==> config.mk <==
export PLATFORM = sky130hd
export DESIGN_NAME = uart_tx_ctrl
export DESIGN_NICKNAME = d
export VERILOG_FILES = /design/src/rtl/uart_pkg.sv /design/src/rtl/uart_baud_cnt.sv /design/src/rtl/uart_tx_ctrl.sv
export SDC_FILE = /design/constraint.sdc
export NUM_CORES = 1
export LEC_CHECK = 0
export CORE_MARGIN = 2
export CORE_UTILIZATION = 55
export DETAILED_ROUTE_END_ITERATION = 7
export GPL_TIMING_DRIVEN = 0
export MAX_ROUTING_LAYER = met4
export PLACE_DENSITY_LB_ADDON = 0.15
export SYNTH_ARGS = -nofsm -noshare
export SYNTH_HDL_FRONTEND = slang
export SYNTH_SLANG_ARGS = --single-unit
==> constraint.sdc <==
create_clock -name clk -period 3.91 [get_ports clk]
set_input_delay 0.782 -clock clk [delete_from_list [all_inputs] [get_ports clk]]
set_output_delay 0.782 -clock clk [all_outputs]
set_load 0.005 [all_outputs]
==> src/rtl/uart_pkg.sv <==
// Shared types and sizing helpers for the UART transmit/receive blocks.
package uart_pkg;

    typedef enum logic [2:0] {
        IDLE,
        START,
        DATA,
        PARITY,
        STOP
    } tx_state_t;

    localparam int CLKS_PER_BIT_DEF = 868;
    localparam int DATA_BITS_DEF    = 8;

    // Width of a baud counter that must also span the full stop period.
    function automatic int baud_cnt_width(input int clks_per_bit, input int stop_bits);
        return $clog2(clks_per_bit * stop_bits);
    endfunction

endpackage

==> src/rtl/uart_baud_cnt.sv <==
// Baud-period counter: counts 0..last and wraps, raising bit_end on the
// terminal count. The clear input holds it at zero (e.g. while idle).
module uart_baud_cnt #(
    parameter int WIDTH = 10
) (
    input  logic             clk,
    input  logic             reset,
    input  logic             clear,
    input  logic [WIDTH-1:0] last,
    output logic             bit_end
);

    logic [WIDTH-1:0] count;

    assign bit_end = (count == last);

    // Free-running up count with wrap at the terminal value.
    always_ff @(posedge clk) begin
        if (!reset) begin
            count <= '0;
        end else if (clear || bit_end) begin
            count <= '0;
        end else begin
            count <= count + 1'b1;
        end
    end

endmodule

==> src/rtl/uart_tx_ctrl.sv <==
// UART transmit frame sequencer. Drives the load/shift/step controls of an
// external LSB-first shift register and serialises start, data, optional
// parity and stop bits onto tx_out.
//
// Data-bit timing: sr_step is issued at the start of each data bit except
// the last, so the register already presents the next bit when the current
// bit period ends; tx_out samples sr_serial_in on each bit boundary, which
// keeps every bit on the line exactly CLKS_PER_BIT cycles long.
module uart_tx_ctrl
    import uart_pkg::*;
#(
    parameter int CLKS_PER_BIT = CLKS_PER_BIT_DEF,
    parameter int DATA_BITS    = DATA_BITS_DEF,
    parameter int PARITY_EN    = 0,
    parameter int PARITY_ODD   = 0,
    parameter int STOP_BITS    = 1
) (
    input  logic                 clk,
    input  logic                 reset,
    input  logic                 tx_start,
    input  logic [DATA_BITS-1:0] tx_data,
    input  logic                 sr_serial_in,
    output logic                 sr_write,
    output logic                 sr_shift,
    output logic                 sr_step,
    output logic                 tx_out,
    output logic                 tx_busy,
    output logic                 tx_done
);

    localparam int CNT_W = baud_cnt_width(CLKS_PER_BIT, STOP_BITS);
    localparam int BIT_W = $clog2(DATA_BITS);

    localparam logic [CNT_W-1:0] BIT_LAST  = CNT_W'(CLKS_PER_BIT - 1);
    localparam logic [CNT_W-1:0] STOP_LAST = CNT_W'(STOP_BITS * CLKS_PER_BIT - 1);
    localparam logic [BIT_W-1:0] LAST_BIT  = BIT_W'(DATA_BITS - 1);
    localparam logic [BIT_W-1:0] PRE_LAST  = BIT_W'(DATA_BITS - 2);

    tx_state_t        state;
    logic [BIT_W-1:0] bit_cnt;
    logic             parity_bit;
    logic             bit_end;
    logic             baud_clear;
    logic [CNT_W-1:0] baud_last;

    // The stop phase is timed as one long period so the counter wraps once.
    assign baud_clear = (state == IDLE);
    assign baud_last  = (state == STOP) ? STOP_LAST : BIT_LAST;

    uart_baud_cnt #(
        .WIDTH(CNT_W)
    ) u_baud_cnt (
        .clk    (clk),
        .reset  (reset),
        .clear  (baud_clear),
        .last   (baud_last),
        .bit_end(bit_end)
    );

    // Frame FSM with bit counter and registered line/strobe outputs.
    always_ff @(posedge clk) begin
        if (!reset) begin
            state      <= IDLE;
            bit_cnt    <= '0;
            parity_bit <= 1'b0;
            tx_out     <= 1'b1;
            tx_busy    <= 1'b0;
            tx_done    <= 1'b0;
            sr_write   <= 1'b0;
            sr_shift   <= 1'b0;
            sr_step    <= 1'b0;
        end else begin
            // NOTE: non-blocking assignments throughout; these defaults are
            // overridden later in the same block, which is what makes the
            // strobes single-cycle pulses without separate clear logic.
            sr_write <= 1'b0;
            sr_step  <= 1'b0;
            tx_done  <= 1'b0;

            case (state)
                IDLE: begin
                    tx_out <= 1'b1;
                    if (tx_start) begin
                        parity_bit <= (^tx_data) ^ 1'(PARITY_ODD);
                        state      <= START;
                        tx_out     <= 1'b0;
                        tx_busy    <= 1'b1;
                        sr_write   <= 1'b1;
                    end
                end

                START: begin
                    // Hold the register out of clear once the load strobe is done.
                    sr_shift <= 1'b1;
                    if (bit_end) begin
                        state   <= DATA;
                        bit_cnt <= '0;
                        tx_out  <= sr_serial_in;
                        sr_step <= 1'b1;
                    end
                end

                DATA: begin
                    if (bit_end) begin
                        if (bit_cnt == LAST_BIT) begin
                            sr_shift <= 1'b0;
                            if (PARITY_EN != 0) begin
                                state  <= PARITY;
                                tx_out <= parity_bit;
                            end else begin
                                state  <= STOP;
                                tx_out <= 1'b1;
                            end
                        end else begin
                            bit_cnt <= bit_cnt + 1'b1;
                            tx_out  <= sr_serial_in;
                            sr_step <= (bit_cnt != PRE_LAST);
                        end
                    end
                end

                PARITY: begin
                    if (bit_end) begin
                        state  <= STOP;
                        tx_out <= 1'b1;
                    end
                end

                STOP: begin
                    if (bit_end) begin
                        state   <= IDLE;
                        tx_out  <= 1'b1;
                        tx_busy <= 1'b0;
                        tx_done <= 1'b1;
                    end
                end

                default: begin
                    state <= IDLE;
                end
            endcase
        end
    end

endmodule

==> run metrics <==
Distinct cells, synth 35; Levels on crit path 1; reg2reg end tx_out$_SDFFE_PN1P_; Synth Area in Simple Gates between 30% and 40%; synth top area cells dfxtp_1, nor2_1, nand2_1; EDFF count, synth 0; Remaining DRCs 0; final setup fails 0; FP Rows 15; syn nets 134; first drt pass iteration count 4; share of cells above drive strength 1 between 10% and 20%; Leak roughly 0.42 nW; FF-to-FF Start u_baud_cnt.count[0]$_SDFF_PP0_; post-route ant nets 0; post-CTS setup buffers 0; Slew HR between 60% and 70%; clock slew seen by the registers of the worst setup and hold paths roughly 120 ps; main combinational cell family by area after synthesis simple AND/OR/NAND/NOR gates; Synth Flop Type dfxtp_1; initial antenna violation count 0; startpoint types flop; Worst R2R Setup Slack slightly above 2000 ps; Synth warnings 0; FF+latch area ~440 um2; number of gates resized after CTS 0; CP Capture Type output pin; htree depth 1; vias in the first global route ~790; leading area contributor after synthesis dfxtp_1; Core Area roughly 1800 um2; Port Buf Inserts 9; clk buf depth 2; Compound-Gate Fraction of Synth Area a little under an eighth; hold_sp bit_cnt[0]$_SDFFE_PN0P_; Final Skew ~1.2 ps; hold endpoint bit_cnt[0]$_SDFFE_PN0P_; Crit Path Category reg -> out; CTS tree done; adder-cell share of the synthesized area around 4.6%; total global-route track usage 21.0%; top-count cell post-synth dfxtp_1; register area share after synthesis between 40% and 50%; crit-path cells clkdlybuf4s50_1; Clock Latency Late Sink roughly 300 ps; CTS Hold Bufs 0; #FFs+latches synth 22; RSZ-0062 raised after global routing false; critical path fanouts, max 2; synthesized cell area around 1100 um2; Mapped Cells about 120; CTS Buf Count 3; minimum clock period 1950 ps; drt wl/cell around 12 um; post-route clock period utilization around half; # diodes 0; Final Max Tran Viols 0; DP Wirelength roughly 1300 um; vias per std cell roughly 5.4; most frequent cells after synthesis dfxtp_1, nor2_1, nand2_1, a21oi_1, nand3_1; total grt overflow 0; vias roughly 850; Starting Density 59.7%; FMAX between 500 and 600 MHz; die area approximately 2300 um2; WHS Path Cells 2; r2r worst-path depth 5; final hold slack approximately 480 ps; Buf/Inv on CP 1; Layout fillers 160; Multi-input gate area roughly 590 um2; Die Y roughly 48 um; data required time of the critical path approximately 3100 ps; final hold vios 0; status complete, no violations; drt initial violations 8; HP Class reg -> reg; gpl congestion roughly 0.79; syn_area_per_cell approximately 8.9 um2; max_cap viols 0; cell family with most CP delay buffers and inverters; # nets final ~150; Worst-Margin Slew 550 ps; asr flop ratio synth 0%; boundary pin count 18; post-synthesis xor/xnor area fraction between 6 and 7%; Power Density 358 nW/um2; Worst VDD drop between 0.2 and 0.25 mV; Area Overhead vs Synth 16.5%; clock root buffer clkbuf_4; die extent in x 47.8 um; mux contribution to synthesized area 1.07%; crit-path max cell delay between 500 and 600 ps; top cell type's share of synthesized area 41.8%; TritonCTS Sinks 22; setup_tns 0 ps; CP arrival about 1200 ps; critical path's slowest cell clkdlybuf4s50_1; Routed Wire Length about 1800 um; largest net degree at the start of global routing 14; first-pass GRT wire length 3300 um
==> stage by stage <==
stage	util, %	total power, mW	cells	cell area [um2]	worst slack [ps]
after floorplan	-	0.257	119	1050	2110
after global placement	66.6	0.271	153	1170	1650
after detailed placement	66.6	0.272	153	1170	1650
after CTS	69.6	0.443	157	1230	1950
after global routing	69.6	0.452	157	1230	1880
final	69.6	0.439	157	1230	1960
==> worst max-delay path by stage <==
stage                              startpoint               endpoint  slack (ps)
3_3_place_gp                     sr_serial_in    tx_out$_SDFFE_PN1P_        1650
6_report                sr_shift$_SDFFE_PN0P_               sr_shift        1960
2_1_floorplan                    sr_serial_in    tx_out$_SDFFE_PN1P_        2110
4_1_cts                  tx_busy$_SDFFE_PN0P_                tx_busy        1950
3_5_place_dp                     sr_serial_in    tx_out$_SDFFE_PN1P_        1650
5_1_grt        u_baud_cnt.count[0]$_SDFF_PP0_  state[2]$_SDFFE_PN0P_        1880
==> report_power, final <==
part / internal, mW / switching, mW
Sequential: 0.229 / 0.00266
Clock: 0.104 / 0.0684
Combinational: 0.0191 / 0.0158
Total: 0.352 / 0.0868
==> worst reg2reg max path, stage by stage (launching register included) <==
cell	delay, ps
dfxtp_1	400
ha_1	290
nor3b_4	270
nand3_2	210
maj3_2	360
mux2_2	260
==> sequential cells by signal (all words and copies together), names as in the netlist <==
signal / flops
bit_cnt: 3
tx_done: 1
sr_step: 1
sr_shift: 1
tx_out: 1
u_baud_cnt.count: 10
tx_busy: 1
sr_write: 1
state: 3
==> cell usage in the layout (no fill, tap or decap), types with 2 or more instances in the layout <==
cell type and count:
nand2_1 14, or3b_1 2, xor2_1 4, o21ai_0 4, nand2b_1 3, xnor2_1 4, nor3_1 2, a21boi_0 4
clkdlybuf4s50_1 9, nor3b_1 2, nor2_1 17, nand4_1 3, nand3_1 5, clkbuf_4 3, clkbuf_1 2, a21boi_1 2
dfxtp_1 22, a21oi_1 5, or2_2 4, ha_1 3
==> cell type report <==
cell class | instances | area share [%]
clock inverters | 1 | 2.45
well taps | 25 | 2.55
clock buffers | 3 | 1.83
flip-flops and latches | 22 | 35.9
plain buffers | 4 | 1.63
multi-input cells | 92 | 48.0
inverters | 1 | 0.306
repair buffers | 9 | 7.34
==> cell families after synthesis <==
| logic type | after synthesis |
|---|---|
| flip-flops | 22 |
| buffers and inverters | 5 |
| AND/OR/NAND/NOR | 61 |
| adder cells (fa/ha/maj) | 4 |
| XOR/XNOR | 8 |
| AO/OA/AOI/OAI | 18 |
| multiplexers | 1 |
==> routing by layer <==
metal  GRT usage [%]  vias to the layer above  share of wire, %
li1                -                      440                 -
met1            27.0                      396                52
met4            6.49                        0              0.82
met5               -                        -                 0
met2            32.8                       10                45
met3            4.53                        2               2.2
Power figures use the tool's default switching activity.
